--- config.mk ---
export PLATFORM = sky130hd
export DESIGN_NAME = seq_mul_radix4
export DESIGN_NICKNAME = d
export VERILOG_FILES = /design/src/rtl/seq_mul_radix4.sv
export SDC_FILE = /design/constraint.sdc
export NUM_CORES = 1
export LEC_CHECK = 0
export ABC_CLOCK_PERIOD_IN_PS = 7500
export BUFFER_PORTS_ARGS = -buffer_cell sky130_fd_sc_hd__buf_4
export CORE_MARGIN = 8
export CORE_UTILIZATION = 28
export CTS_BUF_LIST = sky130_fd_sc_hd__clkbuf_4
export CTS_CLUSTER_SIZE = 8
export DETAILED_ROUTE_END_ITERATION = 8
export SYNTH_ARGS = -nofsm -noshare
export SYNTH_HDL_FRONTEND = slang
export SYNTH_SLANG_ARGS = --single-unit
export TNS_END_PERCENT = 1
--- constraint.sdc ---
create_clock -name Clock -period 7.5 [get_ports Clock]
set_input_delay 1.125 -clock Clock [delete_from_list [all_inputs] [get_ports Clock]]
set_output_delay 1.125 -clock Clock [all_outputs]
set_load 0.02 [all_outputs]
--- src/rtl/seq_mul_radix4.sv ---
// Iterative radix-4 multiplier: sign-magnitude operands, two multiplier bits
// retired per cycle into a 2W-bit accumulator, sign applied in a final FIX cycle.
module seq_mul_radix4 #(
  parameter int WIDTH = 16
) (
  input  logic             Clock,
  input  logic             Reset,
  input  logic             iStart,
  input  logic             iSigned,
  input  logic [WIDTH-1:0] iA,
  input  logic [WIDTH-1:0] iB,
  output logic             oBusy,
  output logic             oDone,
  output logic [WIDTH-1:0] oResultLo,
  output logic [WIDTH-1:0] oResultHi
);

  localparam int STEPS = WIDTH / 2;
  localparam int KW    = (STEPS > 1) ? $clog2(STEPS) : 1;

  typedef enum logic [1:0] {IDLE, RUN, FIX} state_t;

  state_t               state, state_nx;
  logic                 neg;
  logic [WIDTH-1:0]     a_mag;
  logic [WIDTH+1:0]     a3;
  logic [WIDTH-1:0]     b_sh;
  logic [2*WIDTH-1:0]   acc;
  logic [KW-1:0]        k;
  logic [WIDTH-1:0]     a_in_mag, b_in_mag;
  logic [WIDTH+1:0]     pp;
  logic [2*WIDTH-1:0]   addend;

  // Most negative value maps onto 2^(W-1), which still fits as unsigned W bits.
  function automatic logic [WIDTH-1:0] magnitude(input logic [WIDTH-1:0] v,
                                                 input logic is_signed);
    return (is_signed && v[WIDTH-1]) ? (~v + {{(WIDTH-1){1'b0}}, 1'b1}) : v;
  endfunction

  function automatic logic [2*WIDTH-1:0] negate(input logic [2*WIDTH-1:0] v);
    return ~v + {{(2*WIDTH-1){1'b0}}, 1'b1};
  endfunction

  assign a_in_mag = magnitude(iA, iSigned);
  assign b_in_mag = magnitude(iB, iSigned);

  always_comb begin
    pp = '0;
    case (b_sh[1:0])
      2'b00:   pp = '0;
      2'b01:   pp = {2'b00, a_mag};
      2'b10:   pp = {1'b0, a_mag, 1'b0};
      default: pp = a3;
    endcase
  end

  assign addend = {{(WIDTH-2){1'b0}}, pp} << {k, 1'b0};

  always_comb begin
    state_nx = state;
    case (state)
      IDLE:    if (iStart) state_nx = RUN;
      RUN:     if (k == KW'(STEPS - 1)) state_nx = FIX;
      FIX:     state_nx = IDLE;
      default: state_nx = IDLE;
    endcase
  end

  always_ff @(posedge Clock or negedge Reset) begin
    if (!Reset) begin
      state     <= IDLE;
      oBusy     <= 1'b0;
      oDone     <= 1'b0;
      oResultLo <= '0;
      oResultHi <= '0;
      neg       <= 1'b0;
      a_mag     <= '0;
      a3        <= '0;
      b_sh      <= '0;
      acc       <= '0;
      k         <= '0;
    end else begin
      state <= state_nx;
      oDone <= 1'b0;
      case (state)
        IDLE: begin
          if (iStart) begin
            neg   <= iSigned & (iA[WIDTH-1] ^ iB[WIDTH-1]);
            a_mag <= a_in_mag;
            b_sh  <= b_in_mag;
            a3    <= {2'b00, a_in_mag} + {1'b0, a_in_mag, 1'b0};
            acc   <= '0;
            k     <= '0;
            oBusy <= 1'b1;
          end
        end
        RUN: begin
          // b_sh is consumed two bits per step so its low pair is always digit k.
          acc  <= acc + addend;
          b_sh <= b_sh >> 2;
          k    <= k + {{(KW-1){1'b0}}, 1'b1};
        end
        FIX: begin
          {oResultHi, oResultLo} <= neg ? negate(acc) : acc;
          oDone <= 1'b1;
          oBusy <= 1'b0;
        end
        default: ;
      endcase
    end
  end

endmodule
After elaboration in Yosys (flattened, before gate mapping). Index checks and enable logic that the tools add are counted.

Bits in registers: 122.

Bitwise gates (word level): 5. Muxes and demuxes: 16. Reductions and logical operators: 10. Add/sub/neg operators: 6. Equal/unequal tests: 7. Shift operators: 1.

Operator list (count): $mux W32 (2); $pmux W32 S2 (1); $pmux W18 S3 (1); $mux W16 (3); $add A16 B1 Y16 const B (2); $add A32 B1 Y32 const B (1); $add A32 B32 Y32 (1); $not A16 Y16 (2); $not A32 Y32 (1); $pmux W16 S2 (1); $shl A18 B4 Y32 (1); $add A16 B17 Y18 (1); $reduce_and A2 Y1 (4); $pmux W3 S2 (1); $eq A2 B1 Y1 const B (2); $eq A2 B2 Y1 const B (2); $logic_not A2 Y1 (2); $mux W2 (2); $ne A2 B2 Y1 const B (2); $pmux W2 S2 (1); $reduce_bool A2 Y1 (2); $add A3 B1 Y3 const B (1); $eq A3 B3 Y1 const B (1); $mux W3 (1); 5 further kinds (7).

Depth between registers and ports, before layout. Gate-level depths: netlist of run 1.

Depth in word-level cells: 5. Mapped depth: 19.

Least setup slack after synthesis of run 1. No wires, ideal clock.

Path kind: register -> register. Start: reg b_sh[0]. End: reg acc[28]. Data required time: 7.429 ns. Data arrival time: 3.828 ns. Period minus slack after synthesis: 3.899 ns. Setup slack: 3.601 ns. Cell stages (with the launch flop): 19. Path through: dfrtp_1 > buf_1 > mux2_2 > a22oi_1 > nor2_1 > a31oi_1 > mux2_2 > nor2_1 > ha_1 > o21ai_1 > nand2b_1 > a21oi_1 > a31oi_1 > a41oi_1 > o21ai_1 > a21oi_1 > a21o_1 > a2111o_1 > nand4_1.

Cells in the longest elaborated chain, start to end: 5. Elaborated cells between the ends (all ways): 7. Those cells by class: add/sub (1); eq/ne (2); shift (1); mux (2); reduce/logical (1).

Ends and longest elaborated chain: from (decl) (line 27) `logic [WIDTH-1:0] b_sh;`; from (signal assigned) (line 90) `b_sh <= b_in_mag;`; from (signal assigned) (line 100) `b_sh <= b_sh >> 2;`; $eq A2 B2 Y1 (tied with other cells) (line 49) `case (b_sh[1:0])`; $pmux W18 S3 (*) (line 49); $shl A18 B4 Y32 (*) (line 57) `assign addend = {{(WIDTH-2){1'b0}}, pp} << {k, 1'b0};`; $add A32 B32 Y32 (*) (line 99) `acc <= acc + addend;`; $pmux W32 S2 (*) (line 85) `case (state)`; to (signal assigned) (line 99); to (decl) (line 28) `logic [2*WIDTH-1:0] acc;`.

Mark *: on every way between the ends. The rest lies on a longest branch, timed or not. A chain may end at the register's enable or synchronous reset.

Final worst setup path of run 1.
Start: reg b_sh[0]. End: reg acc[30].

The elaborated chain is that of the path after synthesis.

==> flow_summary.ini, run 1 <==
[synthesis]
synthMuxAreaShare = 0.05843
synth_fp_nets = 1146
syn_avg_cell_area_um2 = 8.414
yosys.area_share.simple = 0.1825
synth_compound_area_frac = 0.1989
ys_seq_elements = 121
synthArstFlopShare = 1.000
synth_xor_area_frac = 0.09607
seq_area_frac_synth = 0.3424
synthesis.area_mm2 = 0.008843
ys_warn_count = 0
netlist_instances = 1051
synthFlopType = dfrtp_1
synth_top_family_by_area = compound AO/OA/AOI/OAI gates
synth_edf_count = 0
synth.distinct_cells = 57
synthAdderAreaFrac = 0.08517

[floorplan]
start_util = 0.2824
die_x_um = 193.7
row_count = 65
ios = 70
core_mm2 = 0.03131
die_h_um = 193.7
die-area_mm2 = 0.03753

[min_path]
hold_path_class = reg -> reg

[clocking]
cts.sinks = 121
numCtsBuffers = 17
ctsHtreeMaxLevel = 4
postCtsHoldBufs = 0
post_cts_resized = 0
cts_tree = yes
clk_latency_ps = 550
cts_root_buffer = clkbuf_4
clk_pin_slew_ps = 110
clk_path_buf_depth = 2
post-cts-setup-buffer-count = 0

[placed_design]
numPortBuffers = 69
dpl.cell_count = 1474
place_worst_setup_slack_ps = 2365
place_congestion = 0.8878
dp_hpwl_um = 17070

[setup_path]
worst-path-max-fanout = 22
worstSetupStartpointType = flip-flop
cp_cell_sequence = nor2b_1 > a22o_1 > nand2b_1 > or3_1 > fa_1 > nor2b_1 > o21a_1 > o21ai_1 > a31oi_1 > a41oi_1 > o21ai_1 > a21oi_1 > o41ai_1 > xnor2_1 > o21ai_0
max_stage_delay_ps = 840
required_ps = 7920
cp.arrival_ps = 5580
cp_slowest_cell = dfrtp_1
worstSetupEndpointType = flip-flop
criticalPathCategory = reg -> reg

[global_route]
grt_pass1_wl_um = 37120
antenna_found_initial = 1
grt_pass1_vias = 7267
grt_usage = 0.1184
grt_max_degree = 73
grt.overflow.total = 0

[timing]
hold_viol_final = 0
max_freq_mhz = 193.8
slew-limit-headroom = 0.2531
finalMaxSlewViolations = 0
setup_ws_ps = 2339
post-route-period-util = 0.6881
rsz0062_at_grt = no
worst_slew_pin_slew_ps = 1117
finalSetupTns_ps = 0
final.setup_skew_ps = 23.46
period_needed_ps = 5161
setup_viol = 0

[power]
total_power_w = 0.004529
p_per_area_mw_per_mm2 = 453.1
p_leak_nw = 4.470
ir_worst_vdd_v = 0.0001587

[finish]
fin_nets = 1186
layout.cells.non_filler = 1507
drive_above_1_share = 0.1277
fillers = 3290
area_growth_pct = 13.03
fin_util = 0.3192

[run]
cap_violations = 0

[routing]
drcViolationCount = 0
first_pass_iters = 5
vias = 7495
routedWlPerCell_um = 14.77
viasPerCell = 4.973
antenna_left = 0
initialDrtViolationCount = 422
wirelength_um = 22250

[outcome]
outcome = complete, no violations
cells in the final DEF, fill, tap and decap left out, types with 17 or more instances in the layout:
| cell type | Yosys | routed |
|---|---|---|
| nor2_1 | 66 | 65 |
| nand2_1 | 151 | 150 |
| nand3_1 | 45 | 45 |
| mux2i_1 | 28 | 28 |
| buf_4 | 3 | 74 |
| xor2_1 | 45 | 45 |
| dfrtp_1 | 121 | 121 |
| a21oi_1 | 63 | 63 |
| ha_1 | 57 | 57 |
| clkbuf_4 | 0 | 19 |
| xnor2_1 | 52 | 52 |
| a21o_1 | 17 | 17 |
| inv_1 | 26 | 26 |
| mux2_2 | 21 | 21 |
| o21ai_0 | 129 | 129 |
report_power, final:
part	internal [W]	leakage (nW)	total [W]	switching, W
clock	0.000235	0.156	0.000497	0.000262
sequential	0.000959	1.51	0.00136	0.000401
combinational	0.00114	2.81	0.00267	0.00153
per-layer routing:
| metal | share of wire | GRT usage |
|---|---|---|
| met1 | 0.53 | 0.1718 |
| met2 | 0.42 | 0.1735 |
| met3 | 0.044 | 0.02742 |
| met4 | 0.010 | 0.02965 |
| met5 | 0 | 0 |
path summary, 6_finish.rpt:
path,to,slack [ps],start,cells after the start
worst max-delay path,acc[30],2340,b_sh[0],15
worst min-delay path,oResultHi[3],490,oResultHi[3],2
worst max register to register,acc[30],2340,b_sh[0],15
worst min register to register,oResultHi[3],490,oResultHi[3],2
max in group asynchronous,a_mag[2],5570,Reset,2
min in group asynchronous,oResultLo[5],630,Reset,1
state kept, by name (all words and copies together), names as in the netlist:
name	count
a_mag	16
k	3
oResultLo	16
oBusy	1
neg	1
b_sh	16
state	2
oDone	1
a3	17
oResultHi	16
acc	32
final cells by class:
class | instances | area, µm² | share of cell area
Clock buffer | 19 | 142.6 | 0.01427
Tap cell | 402 | 503.0 | 0.05032
Multi-Input combinational cell | 849 | 5505 | 0.5508
Antenna cell | 1 | 2.502 | 0.0002503
Clock inverter | 13 | 153.9 | 0.01540
Timing Repair Buffer | 74 | 555.5 | 0.05558
Inverter | 28 | 105.1 | 0.01051
Sequential cell | 121 | 3028 | 0.3029
worst max-delay path, delay by kind of cell (launching register included):
kind | cells | cell delay (ps)
flops | 1 | 840
xor+xnor | 1 | 160
simple gates | 4 | 1400
compound gates | 9 | 2180
fa+ha+maj | 1 | 440
logic make-up (layout without fill, tap and decap cells):
logic type,after synthesis,in the layout
and+or+nand+nor,349,349
AOI/OAI and AO/OA,295,295
DFF,121,121
xor gates and xnor gates,97,97
buffers and inverters,81,134
adders and majority gates,59,59
muxes,49,49
other,0,1
synthesized netlist by cell type, types with 21 or more instances:
| master | count | area, µm² |
|---|---|---|
| a21oi_1 | 63 | 315.3 |
| clkbuf_1 | 46 | 172.7 |
| dfrtp_1 | 121 | 3028 |
| ha_1 | 57 | 713.2 |
| inv_1 | 26 | 97.59 |
| mux2_2 | 21 | 236.5 |
| mux2i_1 | 28 | 280.3 |
| nand2_1 | 151 | 566.8 |
| nand3_1 | 45 | 225.2 |
| nor2_1 | 66 | 247.7 |
| o21ai_0 | 129 | 645.6 |
| xnor2_1 | 52 | 455.4 |
| xor2_1 | 45 | 394.1 |
stage by stage:
| step | hold slack [ps] | area, µm² |
|---|---|---|
| after floorplan | 440.1 | 8843 |
| after global placement | 462.7 | 9697 |
| after detailed placement | 468.3 | 9697 |
| after CTS | 496.0 | 9993 |
| after global routing | 512.3 | 9996 |
| final | 492.7 | 9996 |
(Power assumes the default switching activity.)
==> inputs of run 2 (changes only) <==
--- a/config.mk
+++ b/config.mk
@@ -5,7 +5,7 @@
 export SDC_FILE = /design/constraint.sdc
 export NUM_CORES = 1
 export LEC_CHECK = 0
-export ABC_CLOCK_PERIOD_IN_PS = 7500
+export ABC_CLOCK_PERIOD_IN_PS = 4650
 export BUFFER_PORTS_ARGS = -buffer_cell sky130_fd_sc_hd__buf_4
 export CORE_MARGIN = 8
 export CORE_UTILIZATION = 28
==> constraint.sdc (replaced) <==
create_clock -name Clock -period 4.65 [get_ports Clock]
set_input_delay 0.6975 -clock Clock [delete_from_list [all_inputs] [get_ports Clock]]
set_output_delay 0.6975 -clock Clock [all_outputs]
set_load 0.02 [all_outputs]
==> flow_summary.ini, run 2 (synthesis results as in run 1) <==
[global_route]
grt_usage = 0.1228
antenna_found_initial = 2
grt_max_degree = 66
grt_pass1_vias = 7244
grt_pass1_wl_um = 38340
grt.overflow.total = 0

[timing]
hold_viol_final = 0
max_freq_mhz = 234.4
finalSetupTns_ps = 0
setup_viol = 0
rsz0062_at_grt = no
setup_ws_ps = 384.1
finalMaxSlewViolations = 0
final.setup_skew_ps = 22.41
slew-limit-headroom = 0.3069
period_needed_ps = 4266
post-route-period-util = 0.9174
worst_slew_pin_slew_ps = 1036
whs_ps = 231.8

[clocking]
cts.sinks = 121
ctsHtreeMaxLevel = 4
postCtsHoldBufs = 0
clk_path_buf_depth = 2
cts_root_buffer = clkbuf_4
clk_pin_slew_ps = 120
post-cts-setup-buffer-count = 0
cts_tree = yes
clk_latency_ps = 550
numCtsBuffers = 17

[finish]
largest_reg_flops = 32
drive_above_1_share = 0.1395
top_register = acc
layout_common_cells = nand2_1 (150), o21ai_0 (129), dfrtp_1 (121)
reg_top3 = acc (32), a3 (17)
fin_nets = 1200
layout_commonest_cell = nand2_1
area_growth_pct = 14.35
fillers = 3292
fin_area_mm2 = 0.01011

[placed_design]
numPortBuffers = 69
dp_hpwl_um = 17870
place_congestion = 0.8668
place_area_mm2 = 0.009802
place_worst_setup_slack_ps = 268.1

[setup_path]
r2r-end = acc[31]
r2r-start = b_sh[0]
worst-path-max-fanout = 12
required_ps = 5120
criticalPathCategory = reg -> reg
cp.arrival_ps = 4740
timing.reg2reg.setup_slack_ps = 380
reg2regPathDepth = 16
worstSetupStartpointType = flip-flop
crit_start = b_sh[0]
worstSetupEndpointType = flip-flop

[routing]
viasPerCell = 4.951
initialDrtViolationCount = 429
wirelength_um = 23160
drcViolationCount = 0
first_pass_iters = 5
antenna_left = 0
routedWlPerCell_um = 15.23
vias = 7531

[power]
total_power_w = 0.007449
ir_worst_vdd_v = 0.0002533
p_per_area_mw_per_mm2 = 736.6
p_leak_nw = 4.542

[floorplan]
die-area_mm2 = 0.03753
row_count = 65
start_util = 0.2824
core_mm2 = 0.03131
ios = 70
die_x_um = 193.7
die_h_um = 193.7

[outcome]
outcome = complete, no violations

[min_path]
hold_path_class = in -> async

[run]
cap_violations = 0
==> run 2: cell types whose count changed in the layout (fill, tap and decap cells not counted) <==
cell | before | now
a21oi_2 | 0 | 1
clkbuf_4 | 19 | 17
clkinvlp_4 | 3 | 2
clkinv_4 | 2 | 4
a21oi_1 | 63 | 62
buf_4 | 74 | 88
inv_6 | 0 | 2
clkinv_2 | 4 | 3
==> run 2: area by class of cell <==
type,instances,area (µm²),area share
Antenna cell,1,2.502,0.0002475
Clock buffer,17,127.6,0.01262
Clock inverter,15,176.4,0.01745
Inverter,28,105.1,0.01039
Multi-Input combinational cell,849,5509,0.5448
Sequential cell,121,3028,0.2994
Tap cell,402,503.0,0.04974
Timing Repair Buffer,88,660.6,0.06533
==> run 2: what timing repair did <==
item                                    in CTS  in global routing
resized for setup                            0                  1
endpoints found under the setup margin       0                  1
hold endpoints to repair                     0                  0
==> run 2: per-layer routing <==
metal | share of wire | track usage
met1 | 0.53 | 0.1791
met2 | 0.42 | 0.1825
met3 | 0.041 | 0.02933
met4 | 0.0073 | 0.02081
met5 | 0 | 0
==> run 2: worst max-delay path: stages (launching register included) <==
cell      delay, ps
dfrtp_1         500
nor2b_1         300
buf_4           240
a22o_1          180
mux2i_1         100
mux2_2          300
o22ai_1         280
ha_1            340
a21oi_1         150
nand2_1          70
a211o_1         300
a21oi_2         230
o31ai_1         170
a21oi_1         300
o21ai_0         210
o211ai_1        310
mux2i_1         220
==> run 2: worst max-delay path by stage <==
stage                     cells after the start  slack [ps]      end
after floorplan                              18         750  acc[28]
after global placement                       16         390  acc[31]
after detailed placement                     16         270  acc[31]
after CTS                                    16         220  acc[31]
after global routing                         16         100  acc[30]
final                                        16         380  acc[31]
==> run 2: metrics by stage <==
stage | cells | util
floorplan | 1051 | -
global placement | 1488 | 0.3130
detailed placement | 1488 | 0.3130
CTS | 1520 | 0.3228
global route | 1521 | 0.3230
finish | 1521 | 0.3230
==> run 2: power by group <==
| group | switching (W) | internal [W] | leakage (nW) |
|---|---|---|---|
| sequential | 0.000501 | 0.00155 | 1.51 |
| combinational | 0.00268 | 0.00190 | 2.87 |
| clock | 0.000447 | 0.000374 | 0.160 |
| total | 0.00363 | 0.00382 | 4.54 |
==> inputs of run 3 (changes only) <==
==> constraint.sdc (replaced) <==
create_clock -name Clock -period 4.65 [get_ports Clock]
set_input_delay 0.465 -clock Clock [delete_from_list [all_inputs] [get_ports Clock]]
set_output_delay 0.465 -clock Clock [all_outputs]
set_load 0.02 [all_outputs]
==> flow_summary.ini, run 3 (synthesis results as in run 1) <==
[outcome]
outcome = complete, no violations

[finish]
top_register = acc
reg_top3 = acc (32), a3 (17)
fin_nets = 1198
layout_common_cells = nand2_1 (150), o21ai_0 (129), dfrtp_1 (121)
area_growth_pct = 13.58
largest_reg_flops = 32
drive_above_1_share = 0.1362
layout_commonest_cell = nand2_1

[placed_design]
place_worst_setup_slack_ps = 453.5
dp_hpwl_um = 17360
numPortBuffers = 69
place_congestion = 0.8660

[clocking]
cts_tree = yes
cts.sinks = 121
post-cts-setup-buffer-count = 0
numCtsBuffers = 17
ctsHtreeMaxLevel = 4
clk_path_buf_depth = 2
clk_pin_slew_ps = 120
cts_root_buffer = clkbuf_4
clk_latency_ps = 550

[setup_path]
critical_path.top_delay_family = compound AO/OA/AOI/OAI gates
criticalPathCategory = reg -> reg
cp_cell_sequence = buf_4 > nor2b_1 > buf_4 > a22o_1 > mux2i_1 > mux2_2 > o22ai_1 > ha_1 > a21oi_1 > nand2_1 > a211o_1 > a21oi_1 > o31ai_2 > a21oi_1 > o21ai_0 > o211ai_1 > mux2i_1
cp_common_cell = a21oi_1
cp_slowest_cell = dfrtp_1
cp.arrival_ps = 4710
worstSetupStartpointType = flip-flop
required_ps = 5130
max_stage_delay_ps = 380
path_buf_inv = 2
worstSetupEndpointType = flip-flop
worst-path-max-fanout = 13

[timing]
period_needed_ps = 4226
setup_viol = 0
finalSetupTns_ps = 0
setup_ws_ps = 423.7
max_freq_mhz = 236.6
final.setup_skew_ps = 25.61
slew-limit-headroom = 0.3086
finalMaxSlewViolations = 0
hold_viol_final = 0
whs_ps = 152.6
post-route-period-util = 0.9089
worst_slew_pin_slew_ps = 1033
rsz0062_at_grt = no

[routing]
wirelength_um = 22330
antenna_left = 0
first_pass_iters = 4
drcViolationCount = 0
vias = 7455
initialDrtViolationCount = 354
routedWlPerCell_um = 14.70
viasPerCell = 4.908

[power]
power.switching_w = 0.003539
clkPwrFrac = 0.095
total_power_w = 0.007247
switching_share = 0.4884
ir_worst_vdd_v = 0.0002504
p_per_area_mw_per_mm2 = 721.5
pwr-share-seq = 0.282
power_frac_comb = 0.623
internal-power_w = 0.003708
p_leak_nw = 4.503

[floorplan]
ios = 70
core_mm2 = 0.03131
row_count = 65
die-area_mm2 = 0.03753
die_x_um = 193.7
die_h_um = 193.7
start_util = 0.2824

[global_route]
grt_usage = 0.1198
grt_pass1_wl_um = 37670
grt_max_degree = 77
antenna_found_initial = 1
grt.overflow.total = 0
grt_pass1_vias = 7322

[run]
cap_violations = 0

[min_path]
hold_path_class = in -> reg
-- run 3: repair_timing --
item / in CTS / in global routing
setup endpoints to repair: 0 / 1
resized for setup: 0 / 1
endpoints found under the hold margin: 39 / 0
hold buffers: 1 / 0
-- run 3: cell type report --
class                      count  area [µm²]
antenna                        1       2.502
multi-input combinational    849        5510
tap                          402       503.0
clock inverter                13       105.1
inverter                      28       105.1
sequential                   121        3028
fill                        3311       21270
clock buffer                  19       142.6
timing repair buffer          86       648.1
-- run 3: layer usage --
| metal | vias to the layer above | global-route usage | share of wire |
|---|---|---|---|
| met5 | - | 0 | 0 |
| met4 | 0 | 0.02993 | 0.0097 |
| met3 | 18 | 0.03141 | 0.045 |
| met2 | 140 | 0.1780 | 0.42 |
| met1 | 3447 | 0.1697 | 0.53 |
| li1 | 3850 | - | - |
-- run 3: path summary, 6_finish.rpt --
check / from / endpoint / slack [ps] / cells after the start
worst max-delay path: b_sh[0] / acc[31] / 420 / 17
min in group asynchronous: Reset / oResultLo[5] / 430 / 2
worst max register to register: b_sh[0] / acc[31] / 420 / 17
max in group asynchronous: Reset / a3[13] / 3180 / 3
worst min register to register: oResultLo[15] / oResultLo[15] / 490 / 2
worst min-delay path: iB[15] / b_sh[15] / 150 / 3
-- run 3: worst min-delay path, cell delays in order --
cell	delay, ps
buf_4	90
nand3_1	60
nand2_1	50
-- run 3: stage by stage --
step | util | area (µm²) | instances
floorplan | - | 8843 | 1051
global placement | 0.3123 | 9779 | 1485
detailed placement | 0.3123 | 9779 | 1485
CTS | 0.3206 | 10040 | 1518
global route | 0.3208 | 10040 | 1519
finish | 0.3208 | 10040 | 1519
-- run 3: power by group through the flow --
stage	combinational (W)	clock, W	sequential (W)
after global routing	0.00509	0.000771	0.00212
final	0.00452	0.000687	0.00204
after global placement	0.00445	0	0.00206
after detailed placement	0.00450	0	0.00207
after floorplan	0.00327	0	0.00206
after CTS	0.00452	0.000719	0.00205
